## src/rtl/uart_rx_param_if.sv

```systemverilog
// rtl/uart_rx_param_if.sv - received-word handshake and sticky error flags of uart_rx_param
interface uart_rx_param_if #(
  parameter int DATA_BITS = 8
);
  logic [DATA_BITS-1:0] data;
  logic                 data_valid;
  logic                 data_ready;
  logic                 frame_err;
  logic                 ovr_err;
  logic                 par_err;
  logic                 err_clr;

  modport master (
    output data, data_valid, frame_err, ovr_err, par_err,
    input  data_ready, err_clr
  );

  modport slave (
    input  data, data_valid, frame_err, ovr_err, par_err,
    output data_ready, err_clr
  );
endinterface

```

## src/rtl/uart_rx_param.sv

```systemverilog
// rtl/uart_rx_param.sv - parametrised UART receiver with majority-vote sampling and sticky error flags
// Optional parity checking is built when UART_RX_PARITY_EN is defined.
module uart_rx_param #(
  parameter int CLKS_PER_BIT = 104,
  parameter int DATA_BITS    = 8,
  parameter int STOP_BITS    = 1,
  parameter int PARITY_ODD   = 0
) (
  input  logic            clk,
  input  logic            clear_n,
  input  logic            rx,
  uart_rx_param_if.master rx_if
);
  localparam int H     = CLKS_PER_BIT / 2;
  localparam int CNT_W = $clog2(CLKS_PER_BIT);
  localparam int IDX_W = $clog2(DATA_BITS);

  localparam logic [CNT_W-1:0] CNT_LAST = CNT_W'(CLKS_PER_BIT - 1);
  localparam logic [CNT_W-1:0] SAMP_0   = CNT_W'(H - 1);
  localparam logic [CNT_W-1:0] SAMP_1   = CNT_W'(H);
  localparam logic [CNT_W-1:0] SAMP_2   = CNT_W'(H + 1);
  localparam logic [IDX_W-1:0] IDX_LAST = IDX_W'(DATA_BITS - 1);
  localparam logic             STOP_LAST = 1'(STOP_BITS - 1);

  if (CLKS_PER_BIT < 8 || DATA_BITS < 5 || DATA_BITS > 9 || STOP_BITS < 1 || STOP_BITS > 2 ||
      PARITY_ODD < 0 || PARITY_ODD > 1) begin : g_param_check
    $error("uart_rx_param: parameter out of range");
  end

  typedef enum logic [2:0] {
    ST_IDLE,
    ST_START,
    ST_DATA,
    ST_PARITY,
    ST_STOP,
    ST_BREAK
  } state_t;

  state_t               state_q, state_d;
  logic                 sync1_q, sync1_d;
  logic                 sync2_q, sync2_d;
  logic                 rxs_prev_q, rxs_prev_d;
  logic [CNT_W-1:0]     cnt_q, cnt_d;
  logic [IDX_W-1:0]     bit_idx_q, bit_idx_d;
  logic                 stop_idx_q, stop_idx_d;
  logic [1:0]           samp_q, samp_d;
  logic [DATA_BITS-1:0] word_q, word_d;
  logic [DATA_BITS-1:0] data_q, data_d;
  logic                 valid_q, valid_d;
  logic                 ferr_q, ferr_d;
  logic                 ovr_q, ovr_d;
`ifdef UART_RX_PARITY_EN
  logic                 perr_q, perr_d;
  logic                 perr_set;
`endif

  logic rxs;
  logic maj;
  logic cnt_wrap;
  logic decide;
  logic commit;
  logic ferr_set;
  logic ovr_set;

  assign rxs      = sync2_q;
  assign maj      = (samp_q[0] & samp_q[1]) | (samp_q[0] & rxs) | (samp_q[1] & rxs);
  assign cnt_wrap = (cnt_q == CNT_LAST);
  assign decide   = (cnt_q == SAMP_2);

  always_comb begin
    state_d    = state_q;
    sync1_d    = rx;
    sync2_d    = sync1_q;
    rxs_prev_d = sync2_q;
    cnt_d      = cnt_q;
    bit_idx_d  = bit_idx_q;
    stop_idx_d = stop_idx_q;
    samp_d     = samp_q;
    word_d     = word_q;
    data_d     = data_q;
    valid_d    = valid_q;
    commit     = 1'b0;
    ferr_set   = 1'b0;
    ovr_set    = 1'b0;
`ifdef UART_RX_PARITY_EN
    perr_set   = 1'b0;
`endif

    if (state_q != ST_IDLE && state_q != ST_BREAK) begin
      cnt_d = cnt_wrap ? '0 : cnt_q + CNT_W'(1);
    end
    if (cnt_q == SAMP_0) samp_d[0] = rxs;
    if (cnt_q == SAMP_1) samp_d[1] = rxs;

    case (state_q)
      ST_IDLE: begin
        cnt_d = '0;
        if (rxs_prev_q && !rxs) state_d = ST_START;
      end
      ST_START: begin
        if (decide && maj) begin
          state_d = ST_IDLE;
        end else if (cnt_wrap) begin
          state_d   = ST_DATA;
          bit_idx_d = '0;
        end
      end
      ST_DATA: begin
        if (decide) word_d[bit_idx_q] = maj;
        if (cnt_wrap) begin
          if (bit_idx_q == IDX_LAST) begin
            stop_idx_d = 1'b0;
`ifdef UART_RX_PARITY_EN
            state_d = ST_PARITY;
`else
            state_d = ST_STOP;
`endif
          end else begin
            bit_idx_d = bit_idx_q + IDX_W'(1);
          end
        end
      end
`ifdef UART_RX_PARITY_EN
      ST_PARITY: begin
        if (decide && (maj != ((^word_q) ^ 1'(PARITY_ODD)))) perr_set = 1'b1;
        if (cnt_wrap) state_d = ST_STOP;
      end
`endif
      ST_STOP: begin
        if (decide) begin
          if (!maj) ferr_set = 1'b1;
          // Re-arm at the final decision point so a short stop bit cannot hide the next start edge.
          if (stop_idx_q == STOP_LAST) begin
            commit  = 1'b1;
            state_d = rxs ? ST_IDLE : ST_BREAK;
          end
        end
        if (cnt_wrap) stop_idx_d = 1'b1;
      end
      ST_BREAK: begin
        cnt_d = '0;
        if (rxs) state_d = ST_IDLE;
      end
      default: state_d = ST_IDLE;
    endcase

    if (valid_q && rx_if.data_ready) valid_d = 1'b0;
    if (commit) begin
      if (!valid_q || rx_if.data_ready) begin
        data_d  = word_q;
        valid_d = 1'b1;
      end else begin
        ovr_set = 1'b1;
      end
    end

    ferr_d = rx_if.err_clr ? 1'b0 : (ferr_q | ferr_set);
    ovr_d  = rx_if.err_clr ? 1'b0 : (ovr_q | ovr_set);
`ifdef UART_RX_PARITY_EN
    perr_d = rx_if.err_clr ? 1'b0 : (perr_q | perr_set);
`endif
  end

  always_ff @(posedge clk or negedge clear_n) begin
    if (!clear_n) begin
      state_q    <= ST_IDLE;
      sync1_q    <= 1'b1;
      sync2_q    <= 1'b1;
      rxs_prev_q <= 1'b1;
      cnt_q      <= '0;
      bit_idx_q  <= '0;
      stop_idx_q <= 1'b0;
      samp_q     <= 2'b11;
      word_q     <= '0;
      data_q     <= '0;
      valid_q    <= 1'b0;
      ferr_q     <= 1'b0;
      ovr_q      <= 1'b0;
`ifdef UART_RX_PARITY_EN
      perr_q     <= 1'b0;
`endif
    end else begin
      state_q    <= state_d;
      sync1_q    <= sync1_d;
      sync2_q    <= sync2_d;
      rxs_prev_q <= rxs_prev_d;
      cnt_q      <= cnt_d;
      bit_idx_q  <= bit_idx_d;
      stop_idx_q <= stop_idx_d;
      samp_q     <= samp_d;
      word_q     <= word_d;
      data_q     <= data_d;
      valid_q    <= valid_d;
      ferr_q     <= ferr_d;
      ovr_q      <= ovr_d;
`ifdef UART_RX_PARITY_EN
      perr_q     <= perr_d;
`endif
    end
  end

  assign rx_if.data       = data_q;
  assign rx_if.data_valid = valid_q;
  assign rx_if.frame_err  = ferr_q;
  assign rx_if.ovr_err    = ovr_q;
`ifdef UART_RX_PARITY_EN
  assign rx_if.par_err    = perr_q;
`else
  assign rx_if.par_err    = 1'b0;
`endif
endmodule

```

## src/flat_wrapper.sv

```systemverilog
// flat-port wrapper written by rule: the top's interface ports become plain ports
module uart_rx_param_flat 
#(
  parameter int CLKS_PER_BIT = 104,
  parameter int DATA_BITS    = 8,
  parameter int STOP_BITS    = 1,
  parameter int PARITY_ODD   = 0
)
  (clk, clear_n, rx, rx_if_data, rx_if_data_valid, rx_if_frame_err, rx_if_ovr_err, rx_if_par_err, rx_if_data_ready, rx_if_err_clr);
  uart_rx_param_if #(.DATA_BITS(DATA_BITS)) rx_if_i ();
  input  logic clk;
  input  logic clear_n;
  input  logic rx;
  output wire logic [$bits(rx_if_i.data)-1:0] rx_if_data;
  output wire logic [$bits(rx_if_i.data_valid)-1:0] rx_if_data_valid;
  output wire logic [$bits(rx_if_i.frame_err)-1:0] rx_if_frame_err;
  output wire logic [$bits(rx_if_i.ovr_err)-1:0] rx_if_ovr_err;
  output wire logic [$bits(rx_if_i.par_err)-1:0] rx_if_par_err;
  input wire logic [$bits(rx_if_i.data_ready)-1:0] rx_if_data_ready;
  input wire logic [$bits(rx_if_i.err_clr)-1:0] rx_if_err_clr;
  assign rx_if_data = rx_if_i.data;
  assign rx_if_data_valid = rx_if_i.data_valid;
  assign rx_if_frame_err = rx_if_i.frame_err;
  assign rx_if_ovr_err = rx_if_i.ovr_err;
  assign rx_if_par_err = rx_if_i.par_err;
  assign rx_if_i.data_ready = rx_if_data_ready;
  assign rx_if_i.err_clr = rx_if_err_clr;
  uart_rx_param #(.CLKS_PER_BIT(CLKS_PER_BIT), .DATA_BITS(DATA_BITS), .STOP_BITS(STOP_BITS), .PARITY_ODD(PARITY_ODD)) u_core (.clk(clk), .clear_n(clear_n), .rx(rx), .rx_if(rx_if_i));
endmodule
```

## config.mk

```make
export PLATFORM = sky130hd
export DESIGN_NAME = uart_rx_param_flat
export DESIGN_NICKNAME = d
export VERILOG_FILES = /design/src/rtl/uart_rx_param_if.sv /design/src/rtl/uart_rx_param.sv /design/src/flat_wrapper.sv
export SDC_FILE = /design/constraint.sdc
export NUM_CORES = 1
export LEC_CHECK = 0
export ABC_AREA = 1
export CORE_MARGIN = 4
export CORE_UTILIZATION = 56
export DETAILED_ROUTE_END_ITERATION = 7
export MAX_ROUTING_LAYER = met4
export PLACE_DENSITY = 0.86
export SYNTH_ARGS = -nofsm -noshare
export SYNTH_HDL_FRONTEND = slang
export SYNTH_SLANG_ARGS = --single-unit
```

## constraint.sdc

```tcl
create_clock -name clk -period 2 [get_ports clk]
set_input_delay 0.4 -clock clk [delete_from_list [all_inputs] [get_ports clk]]
set_output_delay 0.4 -clock clk [all_outputs]
set_load 0.005 [all_outputs]
```

==> After elaboration in Yosys (flattened, before gate mapping) <==
Index checks and enable logic that the tools add are counted.
{ "totals": {"reg_bits": 38, "output_inout_bits": 12, "elab_cells": 103} }
{ "op_classes": {"addsub": 2, "magnitude_cmp": 2, "eq_ne": 21, "mux": 38, "bitwise_logic": 7, "n_reduce_logical": 19} }
{ "op_table": {"columns": ["cell", "count"], "rows": [
  ["2-to-1 mux 3 bit", 13],
  ["== test 7 x 6 -> 1 bit, second input constant", 3],
  ["2-to-1 mux 7 bit", 3],
  ["2-to-1 mux 1 bit", 17],
  ["case mux 3 bit (5 select lines)", 1],
  ["inequality test 2 x 1 -> 1 bit, second input constant", 7],
  ["== test 3 bit, second input constant", 3],
  ["bitwise mux 8 bit", 1],
  ["adder 7 x 1 -> 7 bit, second input constant", 1],
  ["== test 7 bit, second input constant", 1],
  ["AND reduction 7 bit", 1],
  ["inequality test 2 bit, second input constant", 3],
  ["case mux 3 bit (2 select lines)", 1],
  ["nonzero test 2 bit", 3],
  ["logical AND 1 bit", 5],
  ["AND reduction 5 bit", 1],
  ["< comparator 3 x 4 -> 1 bit, second input constant", 1],
  ["OR 1 bit", 4],
  ["AND reduction 2 bit", 2],
  ["AND reduction 4 bit", 1],
  ["adder 3 x 1 -> 3 bit, second input constant", 1],
  ["bitwise AND 1 bit", 3],
  ["demux 1 bit (select 3 bit)", 1],
  ["== test 3 x 1 -> 1 bit, second input constant", 1],
  ["other kinds (10)", 11]
]} }

==> Logic depth before layout (Yosys ltp) <==
Gate-level depths: netlist (run 1).
{ "depth": {"ltp_word": 8, "mapped_depth": 10, "ltp_nobuf": 10} }

==> Least setup slack after synthesis (run 1) <==
OpenSTA, ideal clock, no wires.
{ "synth_path": {"path_kind": "register -> register", "startpoint": "reg u_core.cnt_q[1]", "endpoint": "reg u_core.data_q[0], in the netlist u_core.rx_if.data[0]", "t_arrival_ns": 1.354, "t_required_ns": 1.882, "slack_ns": 0.528, "stages_incl_launch_ff": 10, "cell_sequence": "dfrtp_1 -> inv_1 -> ha_1 -> nand3_2 -> nor2_1 -> nand2_2 -> nor2_4 -> nand2_4 -> nand2_1 -> nand2_1"} }
{ "synth_between": {"elab_chain_cells": 4} }
{ "synth_rtl": {"columns": ["element", "line_no", "rtl"], "rows": [
  ["from (decl)", "uart_rx_param.sv:43", "logic [CNT_W-1:0] cnt_q, cnt_d;"],
  ["from (signal assigned)", "uart_rx_param.sv:187", "cnt_q <= cnt_d;"],
  ["== test 7 x 6 -> 1 bit", "uart_rx_param.sv:68", "assign decide = (cnt_q == SAMP_2);"],
  ["2-to-1 mux 1 bit", "uart_rx_param.sv:130", "if (decide) begin"],
  ["2-to-1 mux 1 bit", "uart_rx_param.sv:95", "case (state_q)"],
  ["AND reduction 2 bit (no source line)", null, null],
  ["to (signal assigned)", "uart_rx_param.sv:192", "data_q <= data_d;"],
  ["to (decl)", "uart_rx_param.sv:48", "logic [DATA_BITS-1:0] data_q, data_d;"]
]} }
No other way between the ends.
A chain may end at the register's enable or synchronous reset.

==> Final worst setup path (run 1) <==
{ "layout_path": {"startpoint": "reg u_core.cnt_q[0]", "endpoint": "reg u_core.state_q[0]"} }
{ "layout_between": {"elab_chain_cells": 4} }
{ "layout_rtl": {"columns": ["element", "line_no", "rtl"], "rows": [
  ["== test 7 x 6 -> 1 bit", "uart_rx_param.sv:68", null],
  ["logical AND 1 bit", "uart_rx_param.sv:101", "if (decide && maj) begin"],
  ["inequality test 3 x 1 -> 1 bit (no source line) or 2-to-1 mux 3 bit (tied branches)", null, null],
  ["AND reduction 7 bit (no source line) or case mux 3 bit (5 select lines) (tied branches)", null, null],
  ["to (signal assigned)", "uart_rx_param.sv:183", "state_q <= state_d;"],
  ["to (decl)", "uart_rx_param.sv:39", "state_t state_q, state_d;"]
]} }
Parallel ways exist; a longest one is shown, timed or not.

==> results of run 1 <==
cell usage in the layout (no fill, tap or decap), drive strengths merged:
master         instances
xor2                   2
a21oi                  5
conb                   1
clkinv                 1
ha                     5
clkdlybuf4s50         14
inv                   28
dfstp                  5
dfrtp                 33
clkbuf                 8
o21ai                 17
nor3                   4
nand3                 26
nand4                  4
nor3b                  1
nand2                 66
nor2                  22
buf                    2
sequential cells by signal, indices dropped and copies added, names as in the netlist:
register and count:
u_core.rx_if.data 8, u_core.word_q 8, u_core.cnt_q 7, u_core.bit_idx_q 3, u_core.state_q 3, u_core.samp_q 2
u_core.rx_if.data_valid 1, u_core.rx_if.frame_err 1, u_core.rx_if.ovr_err 1, u_core.rxs 1, u_core.rxs_prev_q 1, u_core.stop_idx_q 1
u_core.sync1_q 1
cell families (layout without fill, tap and decap cells):
kind of cell,Yosys count,after routing,synth area share
other,1,1,0.00204
adder cells (fa/ha/maj),5,5,0.0341
AO/OA/AOI/OAI,22,22,0.0621
AND/OR/NAND/NOR,123,123,0.307
XOR/XNOR,2,2,0.00955
flip-flops,38,38,0.522
buffers and inverters,30,53,0.0634
critical path, cell delays in order (launching register included):
cell and delay [ns]:
dfrtp_1 0.45, ha_1 0.25, nand2_1 0.07, nor2_1 0.15, nand3_1 0.12, a21oi_1 0.30
nand3_1 0.17, nand2_1 0.10, nand2_1 0.05
cell type report:
class	count	area [um^2]	share of cell area
Sequential cell	38	957	0.453
Tap cell	44	55.1	0.0261
Timing Repair Buffer	16	153	0.0722
Clock buffer	8	78.8	0.0373
Inverter	29	109	0.0515
Multi-Input combinational cell	153	761	0.360
routing by layer:
| metal | track usage | vias to the layer above | part of all wire |
|---|---|---|---|
| met5 | - | - | 0 |
| li1 | - | 749 | - |
| met4 | 0.0933 | 0 | 0.014 |
| met1 | 0.231 | 660 | 0.47 |
| met3 | 0.0410 | 4 | 0.043 |
| met2 | 0.298 | 33 | 0.48 |
synth_stat cells (all sizes together):
cell type / count / area (um^2)
a21oi: 5 / 28.8
buf: 1 / 7.51
clkinv: 1 / 3.75
conb: 1 / 3.75
dfrtp: 33 / 826
dfstp: 5 / 131
ha: 5 / 62.6
inv: 28 / 105
nand2: 66 / 258
nand3: 26 / 140
nand4: 4 / 25.0
nor2: 22 / 90.1
nor3: 4 / 42.5
nor3b: 1 / 7.51
o21ai: 17 / 85.1
xor2: 2 / 17.5
through the flow:
stage          area [um^2]  power (mW)  instances  hold slack, ns  setup WS (ns)
4_1_cts               2110        1.59        288          0.0860          0.266
2_1_floorplan         1830        1.04        221           0.104          0.528
5_1_grt               2110        1.67        288           0.114          0.106
3_5_place_dp          2030        1.11        280           0.349          0.293
6_report              2110        1.58        288          0.0812          0.246
3_3_place_gp          2030        1.10        280           0.347          0.364
power breakdown:
group	switching, mW	total (mW)	internal (mW)
Sequential	0.0487	0.855	0.806
Combinational	0.160	0.244	0.0843
Clock	0.241	0.481	0.240
final timing paths:
path                                            endpoint  slack [ns]  depth (start not counted)
max reg2reg                u_core.state_q[0]$_DFFE_PN0P_        0.25                          8
min in group clk                    u_core.rxs$_DFF_PN1_        0.36                          0
min                        u_core.state_q[1]$_DFFE_PN0P_        0.08                          2
max in group asynchronous   u_core.samp_q[1]$_DFFE_PN1N_        1.57                          2
min reg2reg                         u_core.rxs$_DFF_PN1_        0.36                          0
max                        u_core.state_q[0]$_DFFE_PN0P_        0.25                          8
==> reports/metrics.yaml, run 1 <==
place:
  hpwl_um: 2500
  gp_routability_congestion: 0.874
  io_buffers: 15
global_route:
  grt.overflow.total: 0
  grt_pass1_wl_um: 5980
  grt_max_degree: 39
  grt_pass1_vias: 1380
  grt_antenna_before_repair: 0
  globalRouteTotalUtil: 0.189
drt:
  via_count: 1446
  wl_per_cell_um: 11.6
  viasPerCell: 5.02
  drt_first_pass_iters: 4
  drtIter0Drc: 67
  ant_nets: 0
  drc_errors: 0
  wl_um: 3340
floorplan:
  die_area_mm2: 0.00425
  core_area_mm2: 0.00310
  ios: 17
  rows: 20
  die_w_um: 65.2
  start_util: 0.591
  die_height_um: 65.2
clocking:
  cts_resized: 0
  clk_latency_ns: 0.34
  cts_root_buf: "clkbuf_4"
  clkTransAtPathRegs_ns: 0.11
  cts.sinks: 38
  cts_setup_buffers: 0
  htreeDepth: 2
  cts_tree: "yes"
  clk_path_buf_depth: 2
  cts_hold_buf: 0
  cts_made_buffers: 5
cells_and_area:
  nNetsFinal: 253
  num_antenna_cells: 0
  fillers: 267
  utilization: 0.681
  synthToLayoutAreaGrowth_pct: 15.2
  drive_gt1_frac: 0.0984
power:
  powerDensity_mw_per_mm2: 748
  vdd_ir_drop_max_mv: 0.635
  leakagePower_nw: 0.974
logic_synthesis:
  synth_warnings: 0
  syn-instance-count: 221
  ys_ff_latch: 38
  syn-mean-instance-area_um2: 8.30
  synth_nets: 231
  synth-seq-area-share: 0.522
  yosysUniqueCellTypes: 24
  synth_area_mm2: 0.00183
critical_path:
  worstSetupPathType: "reg -> reg"
  cp-start-kind: "register"
  critPathLaunch: "u_core.cnt_q[0]$_DFF_PN0_"
  arrival_ns: 2.00
  worstReg2RegStart: "u_core.cnt_q[0]$_DFF_PN0_"
  cp.required_ns: 2.24
  endpoint_kind: "register"
  crit_fanout: 5
timing:
  period_needed_ns: 1.75
  fin_skew_ns: 0.00505
  fin_crit_sh: 0.877
  drv_slew: 0
  fmax_mhz: 570
  hold_violations: 0
  setup_viol: 0
  rsz0062_at_grt: "false"
  setup_tns_ns: 0
worst_hold_path:
  hold_class: "in -> async"
job:
  max-cap-violations: 0
run_status:
  outcome: "finished clean"
(Power assumes the default switching activity.)
==> inputs of run 2 (changes only) <==
CORE_UTILIZATION = 51   (was 56)
PLACE_DENSITY = 0.83   (was 0.86)
clock period = 1.4 ns   (was 2 ns; I/O delays follow)
==> run 2 against run 1 <==
Net effect: the flow now finishes with violations (negative setup slack); design area grew 20%; critical path type unchanged; register-to-register slack lost 0.35 ns; critical endpoint is now u_core.word_q[4]$_DFFE_PN0P_; global-route usage grew 0.68 points; total power grew 73%; maximum frequency grew 17%.
==> reports/metrics.yaml, run 2 (synthesized netlist as in run 1, its figures left out) <==
run_status:
  outcome: "finished with violations"
  violations: "negative setup slack"
drt:
  drc_errors: 0
  wl_per_cell_um: 13.3
  wl_um: 4250
  drt_first_pass_iters: 4
  viasPerCell: 5.18
  ant_nets: 0
  via_count: 1659
  drtIter0Drc: 113
floorplan:
  rows: 21
  ios: 17
  start_util: 0.537
  core_area_mm2: 0.00342
  die_area_mm2: 0.00462
  die_height_um: 68.0
  die_w_um: 68.0
cells_and_area:
  drive_gt1_frac: 0.299
  utilization: 0.744
  fillers: 226
  final_common_cell: "nand2_1"
  multi_input_area_um2: 946
  final_cells: 320
  regArea_um2: 958
  num_antenna_cells: 0
  layout_common_cells: "56 x nand2_1, 32 x dfrtp_1, 28 x buf_4"
  nNetsFinal: 283
  synthToLayoutAreaGrowth_pct: 38.5
timing:
  drv_slew: 0
  setup_tns_ns: -1.44
  fin_skew_ns: 0.00981
  rsz0062_at_grt: "true"
  fin_ws_ns: -0.102
  period_needed_ns: 1.50
  hold_violations: 0
  fin_crit_sh: 1.07
  fmax_mhz: 666
  setup_viol: 23
clocking:
  cts.sinks: 38
  cts_tree: "yes"
  cts_made_buffers: 5
  clk_path_buf_depth: 2
  clk_latency_ns: 0.35
  htreeDepth: 2
  clkTransAtPathRegs_ns: 0.11
  cts_root_buf: "clkbuf_4"
worst_hold_path:
  min_from: "rx"
  hold_class: "in -> reg"
global_route:
  grt.overflow.total: 0
  grt_antenna_before_repair: 0
  grt_max_degree: 18
  globalRouteTotalUtil: 0.196
  grt_pass1_wl_um: 6620
  grt_pass1_vias: 1487
power:
  vdd_ir_drop_max_mv: 0.704
  powerDensity_mw_per_mm2: 1080
  leakagePower_nw: 1.20
critical_path:
  cp-start-kind: "register"
  worstReg2RegStart: "u_core.state_q[0]$_DFFE_PN0P_"
  worstSetupPathType: "reg -> reg"
  critPathLaunch: "u_core.state_q[0]$_DFFE_PN0P_"
  cp.required_ns: 1.63
  endpoint_kind: "register"
  rrSetupSlack_ns: -0.10
  crit_fanout: 8
  arrival_ns: 1.73
place:
  dpl.cell_count: 299
  dp_worst_setup_slack_ns: -0.159
  io_buffers: 15
  hpwl_um: 2590
  gp_routability_congestion: 0.858
job:
  max-cap-violations: 0
[run 2: cell types whose count changed in the layout (fill, tap and decap cells not counted), moves of 5 or more]
cell	previous run	this run
dlygate4sd2_1	0	11
nand2_1	64	56
buf_4	1	28
nand2_2	1	8
nand3_4	0	7
nand3_1	24	15
nor2_1	21	16
clkdlybuf4s50_1	14	3
[run 2: layout make-up]
type	instances	share of cell area
flip-flops and latches	38	0.377
clock inverters	3	0.0271
inverters	29	0.0429
multi-input cells	154	0.372
well taps	46	0.0227
clock buffers	5	0.0148
repair buffers	45	0.143
[run 2: final timing paths]
check	endpoint	cells past startpoint
max	u_core.word_q[4]$_DFFE_PN0P_	7
min reg2reg	u_core.rxs$_DFF_PN1_	0
min	u_core.sync1_q$_DFF_PN1_	1
max in group asynchronous	u_core.state_q[0]$_DFFE_PN0P_	3
min in group asynchronous	u_core.cnt_q[6]$_DFF_PN0_	2
max reg2reg	u_core.word_q[4]$_DFFE_PN0P_	7
[run 2: worst max-delay path: stages (launching register included)]
cell	delay, ns
dfrtp_2	0.47
nor3_4	0.21
inv_2	0.08
nor3_4	0.17
buf_6	0.21
nand3_2	0.10
nand2_1	0.08
o21ai_1	0.06
[run 2: report_power, final]
part / switching [mW] / internal, mW / total, mW
logic: 0.323 / 0.257 / 0.581
registers: 0.0628 / 1.16 / 1.22
clock network: 0.383 / 0.559 / 0.941
total: 0.769 / 1.97 / 2.74
[run 2: metal layers]
metal | global-route usage | vias to the layer above | part of all wire
li1 | - | 812 | -
met1 | 0.235 | 771 | 0.42
met2 | 0.336 | 64 | 0.49
met3 | 0.0443 | 12 | 0.057
met4 | 0.0447 | 0 | 0.023
met5 | - | - | 0
[run 2: what timing repair did]
action                     4_1_cts  5_1_grt
setup buffers                    7        4
pin swaps                       11        7
hold endpoints to repair        10        0
resized for setup               27       24
cloned                           1        0
setup endpoints to repair       35       27
hold buffers                     1        0
[run 2: metrics by stage]
stage / hold slack (ns) / instance area [um^2] / total power [mW]
final: 0.325 / 2540 / 2.74
after global routing: 0.309 / 2540 / 2.88
after CTS: 0.319 / 2390 / 2.64
after detailed placement: 0.211 / 2180 / 1.67
after global placement: 0.209 / 2180 / 1.66
after floorplan: -0.0156 / 1850 / 1.49
